===== src/rtl/stash_pkg.sv =====
// Shared constants and helpers for the sample_stash lap/split memory.
package stash_pkg;

  localparam int SAMPLE_W = 8;

  // Pointer width for a DEPTH-entry circular store.
  function automatic int ptr_w(input int depth);
    return $clog2(depth);
  endfunction

endpackage


===== src/rtl/stash_ptr_wrap.sv =====
// Modulo-DEPTH pointer register with synchronous clear, load and increment.
module stash_ptr_wrap
  import stash_pkg::*;
#(
  parameter int DEPTH = 10,
  parameter int PW    = ptr_w(DEPTH)
) (
  input  logic          clk,
  input  logic          reset,
  input  logic          load,
  input  logic [PW-1:0] load_val,
  input  logic          inc,
  output logic [PW-1:0] ptr,
  output logic [PW-1:0] ptr_inc
);

  logic [PW-1:0] ptr_q, ptr_d;

  assign ptr     = ptr_q;
  assign ptr_inc = (ptr_q == PW'(DEPTH - 1)) ? '0 : ptr_q + 1'b1;

  // NOTE: ptr_d is given its hold value first so no path through this block infers a latch.
  always_comb begin
    ptr_d = ptr_q;
    if (load)     ptr_d = load_val;
    else if (inc) ptr_d = ptr_inc;
  end

  // NOTE: state registers use non-blocking assignments so every flop samples pre-edge values.
  always_ff @(posedge clk) begin
    if (reset) ptr_q <= '0;
    else       ptr_q <= ptr_d;
  end

endmodule


===== src/rtl/sample_stash.sv =====
// Circular store of the last DEPTH samples with a browse pointer and registered display output.
// Optional fill_count output is enabled by defining STASH_FILL_COUNT_EN.
module sample_stash
  import stash_pkg::*;
#(
  parameter int DEPTH = 10
) (
  input  logic                clk,
  input  logic                reset,
  input  logic [SAMPLE_W-1:0] sample_in,
  input  logic                sample_in_valid,
  input  logic                next_sample,
  output logic [SAMPLE_W-1:0] sample_out
`ifdef STASH_FILL_COUNT_EN
  ,
  output logic [$clog2(DEPTH+1)-1:0] fill_count
`endif
);

  localparam int PW = ptr_w(DEPTH);

  logic [PW-1:0]       wr_ptr, wr_inc_unused, show_ptr, show_inc;
  logic [SAMPLE_W-1:0] mem_q [DEPTH];
  logic [SAMPLE_W-1:0] mem_d [DEPTH];
  logic [SAMPLE_W-1:0] sample_out_q, sample_out_d;

  stash_ptr_wrap #(.DEPTH(DEPTH), .PW(PW)) u_wr_ptr (
    .clk      (clk),
    .reset    (reset),
    .load     (1'b0),
    .load_val ('0),
    .inc      (sample_in_valid),
    .ptr      (wr_ptr),
    .ptr_inc  (wr_inc_unused)
  );

  // A write snaps the display to the slot just written; browse only when no write.
  stash_ptr_wrap #(.DEPTH(DEPTH), .PW(PW)) u_show_ptr (
    .clk      (clk),
    .reset    (reset),
    .load     (sample_in_valid),
    .load_val (wr_ptr),
    .inc      (next_sample),
    .ptr      (show_ptr),
    .ptr_inc  (show_inc)
  );

  always_comb begin
    mem_d        = mem_q;
    sample_out_d = sample_out_q;
    if (sample_in_valid) begin
      mem_d[wr_ptr] = sample_in;
      sample_out_d  = sample_in;
    end else if (next_sample) begin
      sample_out_d  = mem_q[show_inc];
    end
  end

  // NOTE: the memory is a reset-clearable register array, so a reset discards every stored lap.
  always_ff @(posedge clk) begin
    if (reset) begin
      for (int i = 0; i < DEPTH; i++) mem_q[i] <= '0;
      sample_out_q <= '0;
    end else begin
      mem_q        <= mem_d;
      sample_out_q <= sample_out_d;
    end
  end

  assign sample_out = sample_out_q;

`ifdef STASH_FILL_COUNT_EN
  localparam int FW = $clog2(DEPTH + 1);
  localparam logic [FW-1:0] FILL_MAX = FW'(DEPTH);

  logic [FW-1:0] fill_q, fill_d;

  always_comb begin
    fill_d = fill_q;
    if (sample_in_valid && fill_q != FILL_MAX) fill_d = fill_q + 1'b1;
  end

  always_ff @(posedge clk) begin
    if (reset) fill_q <= '0;
    else       fill_q <= fill_d;
  end

  assign fill_count = fill_q;
`endif

endmodule


===== config.mk =====
export PLATFORM = sky130hd
export DESIGN_NAME = sample_stash
export DESIGN_NICKNAME = d
export VERILOG_FILES = /design/src/rtl/stash_pkg.sv /design/src/rtl/stash_ptr_wrap.sv /design/src/rtl/sample_stash.sv
export SDC_FILE = /design/constraint.sdc
export NUM_CORES = 1
export LEC_CHECK = 0
export CORE_UTILIZATION = 60
export CTS_CLUSTER_DIAMETER = 100
export DETAILED_ROUTE_END_ITERATION = 12
export PLACE_DENSITY = 0.83
export SLEW_MARGIN = 20
export SYNTH_ARGS = -nofsm -noshare
export SYNTH_HDL_FRONTEND = slang
export SYNTH_SLANG_ARGS = --single-unit

===== constraint.sdc =====
create_clock -name clk -period 2.69 [get_ports clk]
set_input_delay 0.538 -clock clk [delete_from_list [all_inputs] [get_ports clk]]
set_output_delay 0.538 -clock clk [all_outputs]
set_load 0.005 [all_outputs]

* Yosys cells after proc, flatten, opt, wreduce, memory -nomap -nowiden
Index checks and enable logic that the tools add are counted.
** Word-level totals
- Bits in registers :: 96
- Latch bits :: 0
- Bits in writable memories :: 0
- ROM bits :: 0
- Logic and storage cells :: 36
- Memories :: 0
** Operators by class
- Add/subtract/negate cells :: 2
- $mul :: 0
- Div/mod/pow operators :: 0
- Order comparisons :: 3
- Equal/unequal tests :: 2
- Shift-type cells :: 0
- Mux-type cells :: 12
- Bitwise logic cells :: 2
- Reduce and logical (&&, ||, !) cells :: 2
** Operators with widths (count)
- bitwise mux 80 bit :: 1
- 2-to-1 mux 8 bit :: 5
- binary-select mux 8 bit (select 4 bit) :: 1
- demux 8 bit (select 4 bit) :: 1
- 2-to-1 mux 4 bit :: 4
- greater-or-equal comparator 5 bit (second input constant) :: 2
- NOT 4 -> 5 bit :: 2
- adder 4 x 1 -> 4 bit (second input constant) :: 2
- equality test 4 bit (second input constant) :: 2
- < comparator 5 x 1 -> 1 bit (second input constant) :: 1
- nonzero test 2 bit :: 1
- logical AND 1 bit :: 1

* Logic depth before layout (Yosys ltp)
Gate-level depths: netlist of the first run.
- Word-level depth :: 8
- Mapped depth :: 8
- Depth with buffers taken out :: 5

* Hierarchy
From an unflattened synthesis of the first run, not the netlist that was laid out.
** Unflattened totals
- Cell total of the unflattened synthesis :: 471
- Area, all modules :: 4493.1 um2
** By module, submodules not included
- sample_stash :: instances 1, cells an instance 403, area an instance 3980.1 um2, sequential area each 1761.7 um2
- stash_ptr_wrap :: instances 2, cells an instance 34, area an instance 256.5 um2, sequential area each 80.1 um2

* Worst setup path after synthesis of the first run
No wires, ideal clock.
- Kind :: in2reg
- From :: input sample_in_valid
- To :: register mem_q[39] in the netlist's numbering
- Setup time :: 128 ps
- Arrival :: 1568 ps
- Data required time :: 2562 ps
- Setup slack :: 995 ps
- Cell stages on the path :: 6
- Path buffers :: 2
- Path through :: buf_2 nand2_1 nor4b_1 buf_4 mux2i_1 nor2_1
** RTL lines
- start: declaration :: line sample_stash.sv:11 : input logic sample_in_valid,
- end signal: assignment :: line sample_stash.sv:65 : mem_q <= mem_d;
- end: declaration :: line sample_stash.sv:23 : logic [SAMPLE_W-1:0] mem_q [DEPTH];

* Worst setup path in the final report of the first run
- From :: register u_show_ptr.ptr_q[3] (netlist: u_show_ptr.ptr[3])
- To :: register sample_out_q[3] (netlist: sample_out[3])
** On the way
- Longest elaborated chain between the ends :: 8
- Elaborated cells on any way between the ends :: 9
** RTL lines
- start: declaration :: line stash_ptr_wrap.sv:17 : logic [PW-1:0] ptr_q, ptr_d;
- start signal: assignment :: line stash_ptr_wrap.sv:32 : else ptr_q <= ptr_d;
- adder 4 x 1 -> 4 bit or equality test 4 bit (tied branches) :: line stash_ptr_wrap.sv:20 : assign ptr_inc = (ptr_q == PW'(DEPTH - 1)) ? '0 : ptr_q + 1'b1;
- 2-to-1 mux 4 bit (*) :: line stash_ptr_wrap.sv:20
- NOT 4 -> 5 bit (not written as such) (*) :: line sample_stash.sv:55 : sample_out_d = mem_q[show_inc];
- binary-select mux 8 bit (select 4 bit) (*) :: line sample_stash.sv:55
- 2-to-1 mux 8 bit (not written as such) (*) (2 in series) :: line sample_stash.sv:55
- 2-to-1 mux 8 bit (*) :: line sample_stash.sv:54 : end else if (next_sample) begin
- 2-to-1 mux 8 bit (*) :: line sample_stash.sv:51 : if (sample_in_valid) begin
- end signal: assignment :: line sample_stash.sv:66 : sample_out_q <= sample_out_d;
- end: declaration :: line sample_stash.sv:25 : logic [SAMPLE_W-1:0] sample_out_q, sample_out_d;
Mark *: on every way between the ends. The rest lies on a longest branch, timed or not. The select of a mux whose other input is x is not followed.
A chain may end at the register's enable or synchronous reset.

==> metrics.md, run 1 <==
| Metric | Value |
|---|---|
| Pins over their slew limit | `0` |
| CP peak stage delay | `about 0.73 ns` |
| Status | `finished clean` |
| Die area | `between 8000 and 9000 sq um` |
| Total Routed Length | `11440 microns` |
| Avg Cell Area, Syn | `8.986 sq um` |
| RePlAce Congestion | `about 0.86` |
| P&R area growth vs syn | `9.768%` |
| FF-to-FF End | `sample_out[3]$_SDFFE_PP0P_` |
| Number of fill cells | `576` |
| CTS sink cnt | `96` |
| Initial core utilization | `62.92%` |
| Nets | `527` |
| Clk buf depth | `2` |
| Power, Total | `2.854 mW` |
| H-Tree Depth | `3` |
| R2R setup slack | `around 0.52 ns` |
| Remaining DRCs | `0` |
| Largest family of logic cells by synthesized area | `simple AND/OR/NAND/NOR gates` |
| First-pass GRT wire length | `18600 microns` |
| Root Driver | `clkbuf_8` |
| Hold worst-path end | `mem_q[78]$_SDFFE_PP0P_` |
| Slowest CP cell | `dfxtp_1` |
| Adder-cell share of the synthesized area | `0%` |
| Worst EP required | `2.92 ns` |
| Multiplexer share of the synthesized area | `17.75%` |
| Initial antenna violation count | `0` |
| Flops & latches, synth | `96` |
| Max transition margin | `37.13%` |
| # rows | `31` |
| Most frequent cells in the layout | `95 x dfxtp_1, 90 x nor2_1, 80 x mux2i_1` |
| Global-route usage over all layers | `29.35%` |
| Critical path class | `register to register` |
| Cells after Synth | `slightly above 500` |
| EDFF count, synth | `0` |
| FMAX | `0.4608 GHz` |
| Worst Path Arrival | `2.40 ns` |
| Async SR Flop Fraction | `0%` |
| Yosys cell types | `58` |
| Die Y | `89.91 microns` |
| DRT Pass-1 Iters | `7` |
| # port buffers | `19` |
| Synth top area share | `41.45%` |
| Post-CTS sizing | `0` |
| Core area | `7370 sq um` |
| Clock Pin Slew Worst Setup and Hold Paths | `0.10 ns` |
| DP HPWL | `7846 microns` |
| Post-route antenna net violation count | `0` |
| Maximum vdd drop | `0.2703 mV` |
| Unrepaired setup endpoints after global routing | `false` |
| Gr ovfl total | `0` |
| Compound-Gate Fraction of Synth Area | `~14%` |
| Least-Margin Pin Slew | `between 0.9 and 1 ns` |
| Critical path startpoint category | `register` |
| Die width | `89.91 microns` |
| Hold Path Origin | `mem_q[78]$_SDFFE_PP0P_` |
| R2r startpoint | `u_show_ptr.ptr[3]$_SDFFE_PP0P_` |
| Initial DRC count | `320` |
| Post-synthesis sequential area ratio | `41.45%` |
| I/O pin count | `20` |
| Fin Setup TNS | `0 ns` |
| Top FF cell, synth | `dfxtp_1` |
| Vias/cell | `6.153` |
| Hold depth | `2` |
| Most common cell after layout, fill and taps aside | `dfxtp_1` |
| Area leader, netlist | `dfxtp_1` |
| Post-Syn Area | `4637 sq um` |
| Yosys warns | `0` |
| Worst-path fanout max | `12` |
| Post-synth net total | `528` |
| Final setup violation count | `0` |
| Top post-synthesis cells by area | `dfxtp_1 41%, mux2i_1 17%, nor2_1 7.3%` |
| Hold Vio Cnt, Final | `0` |
| Simple-Gate Fraction of Synth Area | `20.21%` |
| Vias in the first global route | `3643` |
| Share of cells above drive strength 1 | `9.808%` |
| Crit-path cells | `nor2b_1 > buf_4 > nor2_4 > mux2_2 > a211oi_1 > o32ai_1` |
| Number of max-cap violations | `0` |
| Hold Path Class | `register to register` |
| Via count | `3809` |
| Post-Synth XOR/XNOR Area | `0.9444%` |
| Largest net degree at the start of global routing | `45` |
| Clock latency on the worst-skew pair | `0.37 ns` |
| Postcts setup bufs | `0` |
| Pwr/cell area | `560.8 nW/um^2` |
| CTS buffer count | `9` |
| CTS tree | `yes` |
| Critical Path End Type | `register` |
| # diodes | `0` |
| R2r worst-path depth | `6` |
| Final Cycle Share | `about 81%` |
| Fin Clk Skew | `roughly 0.013 ns` |
| Tmin final | `2.170 ns` |
| Routed length per instance | `18.49 microns` |
| Hold buffers post-CTS | `0` |
| Leak | `1.943 nW` |
[Yosys cell counts (all sizes together), types with 4 or more instances]
master   count
a2111oi      4
a21oi       26
nor2b        8
o21ai        8
clkbuf      24
dfxtp       96
o21a         4
a211oi       5
inv          4
a31oi        5
nor2        91
mux2i       80
nand3       14
nor3        14
nand2       25
o22ai        6
and2         6
a22o         4
o221ai       7
nand4        4
nor4         4
nor3b       11
buf         27
[final cells by class]
class / instances / area, sq um / share of cell area (%)
clock inverter: 5 / 81.33 / 1.598
timing repair buffer: 39 / 347.8 / 6.834
sequential: 96 / 1923 / 37.78
multi-input combinational: 365 / 2467 / 48.48
tap: 99 / 123.9 / 2.434
inverter: 4 / 15.01 / 0.2950
clock buffer: 11 / 131.4 / 2.581
[per-stage QoR]
step | instance area, sq um | worst slack, ns | utilization, % | cells | hold WS (ns)
final | 5090 | 0.5200 | 69.07 | 619 | 0.4638
after floorplan | 4637 | 0.9946 | - | 516 | 0.4325
after CTS | 5090 | 0.5777 | 69.07 | 619 | 0.4612
after global placement | 4877 | 0.4087 | 66.18 | 603 | 0.4386
after detailed placement | 4877 | 0.3774 | 66.18 | 603 | 0.4479
after global routing | 5090 | 0.3828 | 69.07 | 619 | 0.4855
[worst max-delay path, delay by kind of cell (launching register included)]
kind            cells  cell delay (ns)
mux                 1             0.30
simple gates        2             0.33
compound gates      2             0.45
buf+inv             1             0.21
flops               1             0.73
[layer usage]
metal  global-route usage (%)  part of all wire, %  vias to the layer above
met3                    6.514                  7.0                       36
met2                    46.60                   46                      169
met1                    38.08                   44                     1791
li1                         -                    -                     1813
met4                    13.71                  3.2                        0
met5                        0                    0                        -
[logic make-up (layout without fill, tap and decap cells)]
family	count (synthesis)	count (layout)
mux	82	82
compound gates	87	87
flops	96	96
xor+xnor	5	5
buf+inv	55	59
simple gates	191	191
[state kept, by name, indices dropped and copies added (netlist names)]
name and flops:
mem_q 80, sample_out 8, u_show_ptr.ptr 4, u_wr_ptr.ptr 4
[worst max-delay path by stage]
| stage | startpoint | endpoint |
|---|---|---|
| after floorplan | sample_in_valid | mem_q[39]$_SDFFE_PP0P_ |
| final | u_show_ptr.ptr[3]$_SDFFE_PP0P_ | sample_out[3]$_SDFFE_PP0P_ |
| after global placement | sample_in_valid | mem_q[29]$_SDFFE_PP0P_ |
| after detailed placement | sample_in_valid | mem_q[11]$_SDFFE_PP0P_ |
| after CTS | u_show_ptr.ptr[1]$_SDFFE_PP0P_ | sample_out[4]$_SDFFE_PP0P_ |
| after global routing | u_wr_ptr.ptr[1]$_SDFFE_PP0P_ | mem_q[68]$_SDFFE_PP0P_ |
[where the power goes]
| part | internal, mW | switching, mW |
|---|---|---|
| Clock | 0.525 | 0.490 |
| Combinational | 0.138 | 0.209 |
| Sequential | 1.45 | 0.0391 |
| Total | 2.12 | 0.738 |
No activity file was read; power rests on OpenSTA's default activity.
==> run 2, diff against run 1 <==
CORE_UTILIZATION = 54   (was 60)
PLACE_DENSITY = 0.79   (was 0.83)
clock period = 1.83 ns   (was 2.69 ns; I/O delays follow)
==> metrics.md, run 2 (synthesized netlist as in run 1, its figures left out) <==
| Metric | Value |
|---|---|
| Status | `finished clean (unchanged)` |
| Sequential power share | `53.2% (was 52.3%)` |
| Maximum vdd drop | `0.3091 mV (was 0.2703 mV)` |
| Global-route usage over all layers | `27.81% (was 29.35%)` |
| Die width | `94.67 microns (was 89.91 microns)` |
| Gate power share | `14.0% (was 12.1%)` |
| Core area | `8258 sq um (was 7370 sq um)` |
| CTS sink cnt | `96 (unchanged)` |
| Clock Pin Slew Worst Setup and Hold Paths | `0.11 ns (was 0.10 ns)` |
| Root Driver | `clkbuf_8 (unchanged)` |
| First-pass GRT wire length | `18740 microns (was 18600 microns)` |
| Least-Margin Pin Slew | `0.5678 ns (was 0.9359 ns)` |
| P&R area growth vs syn | `15.79% (was 9.768%)` |
| Crit-path cells | `nor2b_1 > buf_4 > or4_1 > and3_1 > a211oi_2 > o22ai_1 (was nor2b_1 > buf_4 > nor2_4 > mux2_2 > a211oi_1 > o32ai_1)` |
| Routed length per instance | `18.08 microns (was 18.49 microns)` |
| Remaining DRCs | `0 (unchanged)` |
| Fin Clk Skew | `0.01360 ns (was 0.01254 ns)` |
| Post-route antenna net violation count | `0 (unchanged)` |
| Final setup violation count | `0 (unchanged)` |
| DP HPWL | `8054 microns (was 7846 microns)` |
| Largest net degree at the start of global routing | `51 (was 45)` |
| Buf/Inv on CP | `1 (unchanged)` |
| Die area | `8961 sq um (was 8084 sq um)` |
| # diodes | `0 (unchanged)` |
| Critical path class | `register to register (unchanged)` |
| Initial core utilization | `56.15% (was 62.92%)` |
| Pins over their slew limit | `0 (unchanged)` |
| Most frequent cells in the layout | `93 x dfxtp_1, 89 x nor2_1, 80 x mux2i_1 (was 95 x dfxtp_1, 90 x nor2_1, 80 x mux2i_1)` |
| CP top delay family | `simple AND/OR/NAND/NOR gates (was flip-flops)` |
| Worst EP required | `2.08 ns (was 2.92 ns)` |
| Gr ovfl total | `0 (unchanged)` |
| Vias/cell | `5.969 (was 6.153)` |
| Total Routed Length | `11800 microns (was 11440 microns)` |
| Initial DRC count | `276 (was 320)` |
| Switch Pwr | `1.199 mW (was 737.9 uW)` |
| Slowest CP cell | `dfxtp_4 (was dfxtp_1)` |
| Clk buf depth | `2 (unchanged)` |
| H-Tree Depth | `3 (unchanged)` |
| Share of cells above drive strength 1 | `16.24% (was 9.808%)` |
| Initial antenna violation count | `0 (unchanged)` |
| RePlAce Congestion | `0.8685 (was 0.8630)` |
| Number of max-cap violations | `0 (unchanged)` |
| Biggest register | `mem_q (unchanged)` |
| Tmin final | `1.800 ns (was 2.170 ns)` |
| CTS buffer count | `9 (unchanged)` |
| Worst-path fanout max | `7 (was 12)` |
| Max transition margin | `62.03% (was 37.13%)` |
| Hold Vio Cnt, Final | `0 (unchanged)` |
| Clock power share | `32.9% (was 35.6%)` |
| Die Y | `94.67 microns (was 89.91 microns)` |
| Via count | `3898 (was 3809)` |
| Hold buffers post-CTS | `0 (unchanged)` |
| Pwr/cell area | `764.9 nW/um^2 (was 560.8 nW/um^2)` |
| Final Cycle Share | `98.38% (was 80.67%)` |
| Critical path startpoint category | `register (unchanged)` |
| Sw Ratio | `29.20% (was 25.85%)` |
| Critical Path End Type | `register (unchanged)` |
| I/O pin count | `20 (unchanged)` |
| CTS tree | `yes (unchanged)` |
| Vias in the first global route | `3687 (was 3643)` |
| # rows | `33 (was 31)` |
| Hold Path Class | `primary input to register (was register to register)` |
| Fin Setup TNS | `0 ns (unchanged)` |
| Clock latency on the worst-skew pair | `0.37 ns (about the same)` |
| # port buffers | `19 (unchanged)` |
| Placed insts | `638 (was 603)` |
| Leak | `2.092 nW (was 1.943 nW)` |
| Nets | `555 (was 527)` |
| Largest register FFs | `80 (unchanged)` |
| Most common cell after layout, fill and taps aside | `dfxtp_1 (unchanged)` |
| FMAX | `0.5554 GHz (was 0.4608 GHz)` |
| DRT Pass-1 Iters | `4 (was 7)` |
| CP peak stage delay | `0.39 ns (was 0.73 ns)` |
| Pint | `2.907 mW (was 2.116 mW)` |
| Postcts setup bufs | `0 (unchanged)` |
| Worst Path Arrival | `2.05 ns (was 2.40 ns)` |
| Fin cells | `653 (was 619)` |
## run 2: changes by cell type in the layout (fill, tap and decap cells not counted), moves of 2 or more
cell       change
bufinv_16      -2
inv_6          +5
buf_4         +23
a211oi_1       -3
dfxtp_4        +2
dfxtp_1        -2
clkbuf_1       -2
buf_12         +4
a211oi_2       +3
## run 2: area by class of cell
class / instances / area [sq um]
clock buffers: 9 / 123.9
fillers: 681 / 2889
repair buffers: 67 / 615.6
inverters: 4 / 15.01
flip-flops and latches: 96 / 1931
multi-input cells: 365 / 2492
clock inverters: 7 / 60.06
well taps: 105 / 131.4
## run 2: metrics by stage
stage,setup WS (ns),util (%),power [mW],hold WS [ns],cell area (sq um)
after global routing,-0.01578,65.02,4.262,0.3028,5369
after CTS,0.02951,64.67,4.103,0.2957,5340
after global placement,-0.1157,62.39,2.779,0.4445,5152
after floorplan,0.2833,-,2.577,0.4325,4637
after detailed placement,-0.2120,62.39,2.791,0.4448,5152
final,0.02962,65.02,4.106,0.3030,5369
## run 2: repair_timing
item,in CTS,in global routing
cloned,0,0
gates resized for setup,4,8
setup endpoints to repair,5,8
pin swaps,1,0
## run 2: power groups by stage
stage          combinational, mW  sequential, mW  clock [mW]
6_report                   0.574            2.18        1.35
5_1_grt                    0.618            2.19        1.45
4_1_cts                    0.561            2.18        1.36
3_5_place_dp               0.561            2.23           0
3_3_place_gp               0.551            2.23           0
2_1_floorplan              0.372            2.20           0
## run 2: final timing paths
path                                  start                            to  slack [ns]  cells after the start
max          u_show_ptr.ptr[3]$_SDFFE_PP0P_    sample_out[4]$_SDFFE_PP0P_        0.03                      6
min                                   reset  u_wr_ptr.ptr[2]$_SDFFE_PP0P_        0.30                      2
max reg2reg  u_show_ptr.ptr[3]$_SDFFE_PP0P_    sample_out[4]$_SDFFE_PP0P_        0.03                      6
min reg2reg          mem_q[78]$_SDFFE_PP0P_        mem_q[78]$_SDFFE_PP0P_        0.46                      2
## run 2: metal layers
| metal | part of all wire (%) | wire length (microns) | track usage, % |
|---|---|---|---|
| met5 | 0 | 0 | 0 |
| met4 | 4.2 | 493 | 16.16 |
| met3 | 5.7 | 667 | 3.221 |
| met2 | 46 | 5460 | 44.30 |
| met1 | 44 | 5182 | 36.28 |
==> run 3, diff against run 2 <==
CORE_ASPECT_RATIO = 1.2   (was not set)
==> metrics.md, run 3 (synthesized netlist as in run 1, its figures left out) <==
| Metric | Value |
|---|---|
| Status | `finished clean (unchanged)` |
| Die area | `8963 sq um (was 8961 sq um)` |
| Most frequent cells in the layout | `91 x dfxtp_1, 90 x nor2_1, 80 x mux2i_1 (was 93 x dfxtp_1, 89 x nor2_1, 80 x mux2i_1)` |
| Hold buffers post-CTS | `0 (unchanged)` |
| Met1 wire length | `4904 microns (was 5182 microns)` |
| Number of max-cap violations | `0 (unchanged)` |
| Max transition margin | `58.39% (was 62.03%)` |
| Share of cells above drive strength 1 | `16.39% (was 16.24%)` |
| First-pass GRT wire length | `19040 microns (was 18740 microns)` |
| Maximum vdd drop | `0.3492 mV (was 0.3091 mV)` |
| FMAX | `0.5533 GHz (was 0.5554 GHz)` |
| Tmin final | `1.807 ns (was 1.800 ns)` |
| Initial DRC count | `304 (was 276)` |
| Power, Total | `3.914 mW (was 4.106 mW)` |
| Unrepaired setup endpoints after global routing | `true` |
| CTS tree | `yes (unchanged)` |
| Worst-path fanout max | `8 (was 7)` |
| Vias/cell | `6.008 (was 5.969)` |
| Total Routed Length | `11860 microns (was 11800 microns)` |
| Hold Path Class | `primary input to register (unchanged)` |
| Hold Path Origin | `reset (unchanged)` |
| Post-route antenna net violation count | `0 (unchanged)` |
| Pwr/cell area | `725.7 nW/um^2 (was 764.9 nW/um^2)` |
| R2R setup slack | `0.02 ns (was 0.03 ns)` |
| Hold Vio Cnt, Final | `0 (unchanged)` |
| DRT Pass-1 Iters | `5 (was 4)` |
| DP HPWL | `8280 microns (was 8054 microns)` |
| Final instance area | `5394 sq um (was 5369 sq um)` |
| Pins over their slew limit | `0 (unchanged)` |
| Die width | `86.59 microns (was 94.67 microns)` |
| Dpl cell area | `5161 sq um (was 5152 sq um)` |
| Final setup violation count | `0 (unchanged)` |
| Largest register FFs | `80 (unchanged)` |
| I/O pin count | `20 (unchanged)` |
| Vias in the first global route | `3808 (was 3687)` |
| Critical Path End Type | `register (unchanged)` |
| Nets | `559 (was 555)` |
| Most common cell after layout, fill and taps aside | `dfxtp_1 (unchanged)` |
| Initial core utilization | `56.25% (was 56.15%)` |
| Critical path startpoint category | `register (unchanged)` |
| Global-route usage over all layers | `27.73% (was 27.81%)` |
| Root Driver | `clkbuf_8 (unchanged)` |
| R2r startpoint | `u_show_ptr.ptr[2]$_SDFFE_PP0P_ (was u_show_ptr.ptr[3]$_SDFFE_PP0P_)` |
| CTS buffer count | `9 (unchanged)` |
| Initial antenna violation count | `0 (unchanged)` |
| Clock latency on the worst-skew pair | `0.37 ns (about the same)` |
| Largest net degree at the start of global routing | `52 (was 51)` |
| Top sig layer | `met4 (unchanged)` |
| Die Y | `103.5 microns (was 94.67 microns)` |
| Worst Path Arrival | `2.05 ns (about the same)` |
| Fin Clk Skew | `0.007445 ns (was 0.01360 ns)` |
| Clk buf depth | `2 (unchanged)` |
| Clock Pin Slew Worst Setup and Hold Paths | `0.08 ns (was 0.11 ns)` |
| Remaining DRCs | `0 (unchanged)` |
| Met3 wire len | `678 microns (was 667 microns)` |
| Number of fill cells | `661 (was 681)` |
| Final Cycle Share | `98.76% (was 98.38%)` |
| P&R area growth vs syn | `16.32% (was 15.79%)` |
| Gr ovfl total | `0 (unchanged)` |
| # rows | `36 (was 33)` |
| Leak | `2.100 nW (was 2.092 nW)` |
| # port buffers | `19 (unchanged)` |
| RePlAce Congestion | `0.9463 (was 0.8685)` |
| CP Launch Point | `u_show_ptr.ptr[2]$_SDFFE_PP0P_ (was u_show_ptr.ptr[3]$_SDFFE_PP0P_)` |
| Biggest register | `mem_q (unchanged)` |
| Worst EP required | `2.07 ns (was 2.08 ns)` |
| Via count | `3983 (was 3898)` |
| Routed length per instance | `17.89 microns (was 18.08 microns)` |
| CTS sink cnt | `96 (unchanged)` |
| Critical path class | `register to register (unchanged)` |
| Least-Margin Pin Slew | `0.6223 ns (was 0.5678 ns)` |
| # diodes | `0 (unchanged)` |
| Core area | `8243 sq um (was 8258 sq um)` |
| WL met2 | `5777 microns (was 5460 microns)` |
| H-Tree Depth | `3 (unchanged)` |
-- run 3: stage by stage --
step	util (%)	setup TNS [ns]	hold WS [ns]	cells	setup WS [ns]
finish	65.44	0	0.2825	663	0.02260
global route	65.44	-0.04016	0.2924	663	-0.02694
CTS	64.53	0	0.2730	658	0.02207
detailed placement	62.61	-9.067	0.4553	645	-0.2543
global placement	62.61	-6.744	0.4466	645	-0.1561
floorplan	-	0	0.4325	516	0.2833
-- run 3: per-layer routing --
layer | global-route usage (%) | vias to the layer above
li1 | - | 1866
met1 | 34.21 | 1929
met2 | 44.39 | 143
met3 | 6.056 | 45
met4 | 15.36 | 0
met5 | 0 | -
-- run 3: worst max-delay path, cell delays in order, from the launching register on --
cell       delay [ns]
dfxtp_4          0.37
buf_12           0.14
and3b_1          0.19
o21a_1           0.21
or2_4            0.28
a2111oi_4        0.36
o22ai_1          0.14
-- run 3: path summary, 6_finish.rpt --
path / depth (start not counted) / end
setup / recovery: 6 / sample_out[2]$_SDFFE_PP0P_
hold / removal: 2 / u_show_ptr.ptr[2]$_SDFFE_PP0P_
hold reg to reg: 2 / mem_q[79]$_SDFFE_PP0P_
setup reg to reg: 6 / sample_out[2]$_SDFFE_PP0P_
-- run 3: timing repair --
action,4_1_cts,5_1_grt
gates cloned,0,0
pin swaps,1,4
setup buffers,0,5
resized for setup,4,14
setup endpoints to repair,4,9
-- run 3: area by class of cell --
cell class | instances | area, sq um | area share [%]
Inverter | 4 | 15.01 | 0.2784
Clock buffer | 11 | 131.4 | 2.436
Tap cell | 114 | 142.6 | 2.644
Multi-Input combinational cell | 365 | 2492 | 46.21
Sequential cell | 96 | 1936 | 35.89
Timing Repair Buffer | 71 | 666.9 | 12.36
Clock inverter | 2 | 10.01 | 0.1856
-- run 3: power by group --
part	total, mW	internal (mW)	switching (mW)
logic	0.589	0.259	0.331
clock network	1.15	0.468	0.678
registers	2.18	2.14	0.0436
total	3.91	2.86	1.05
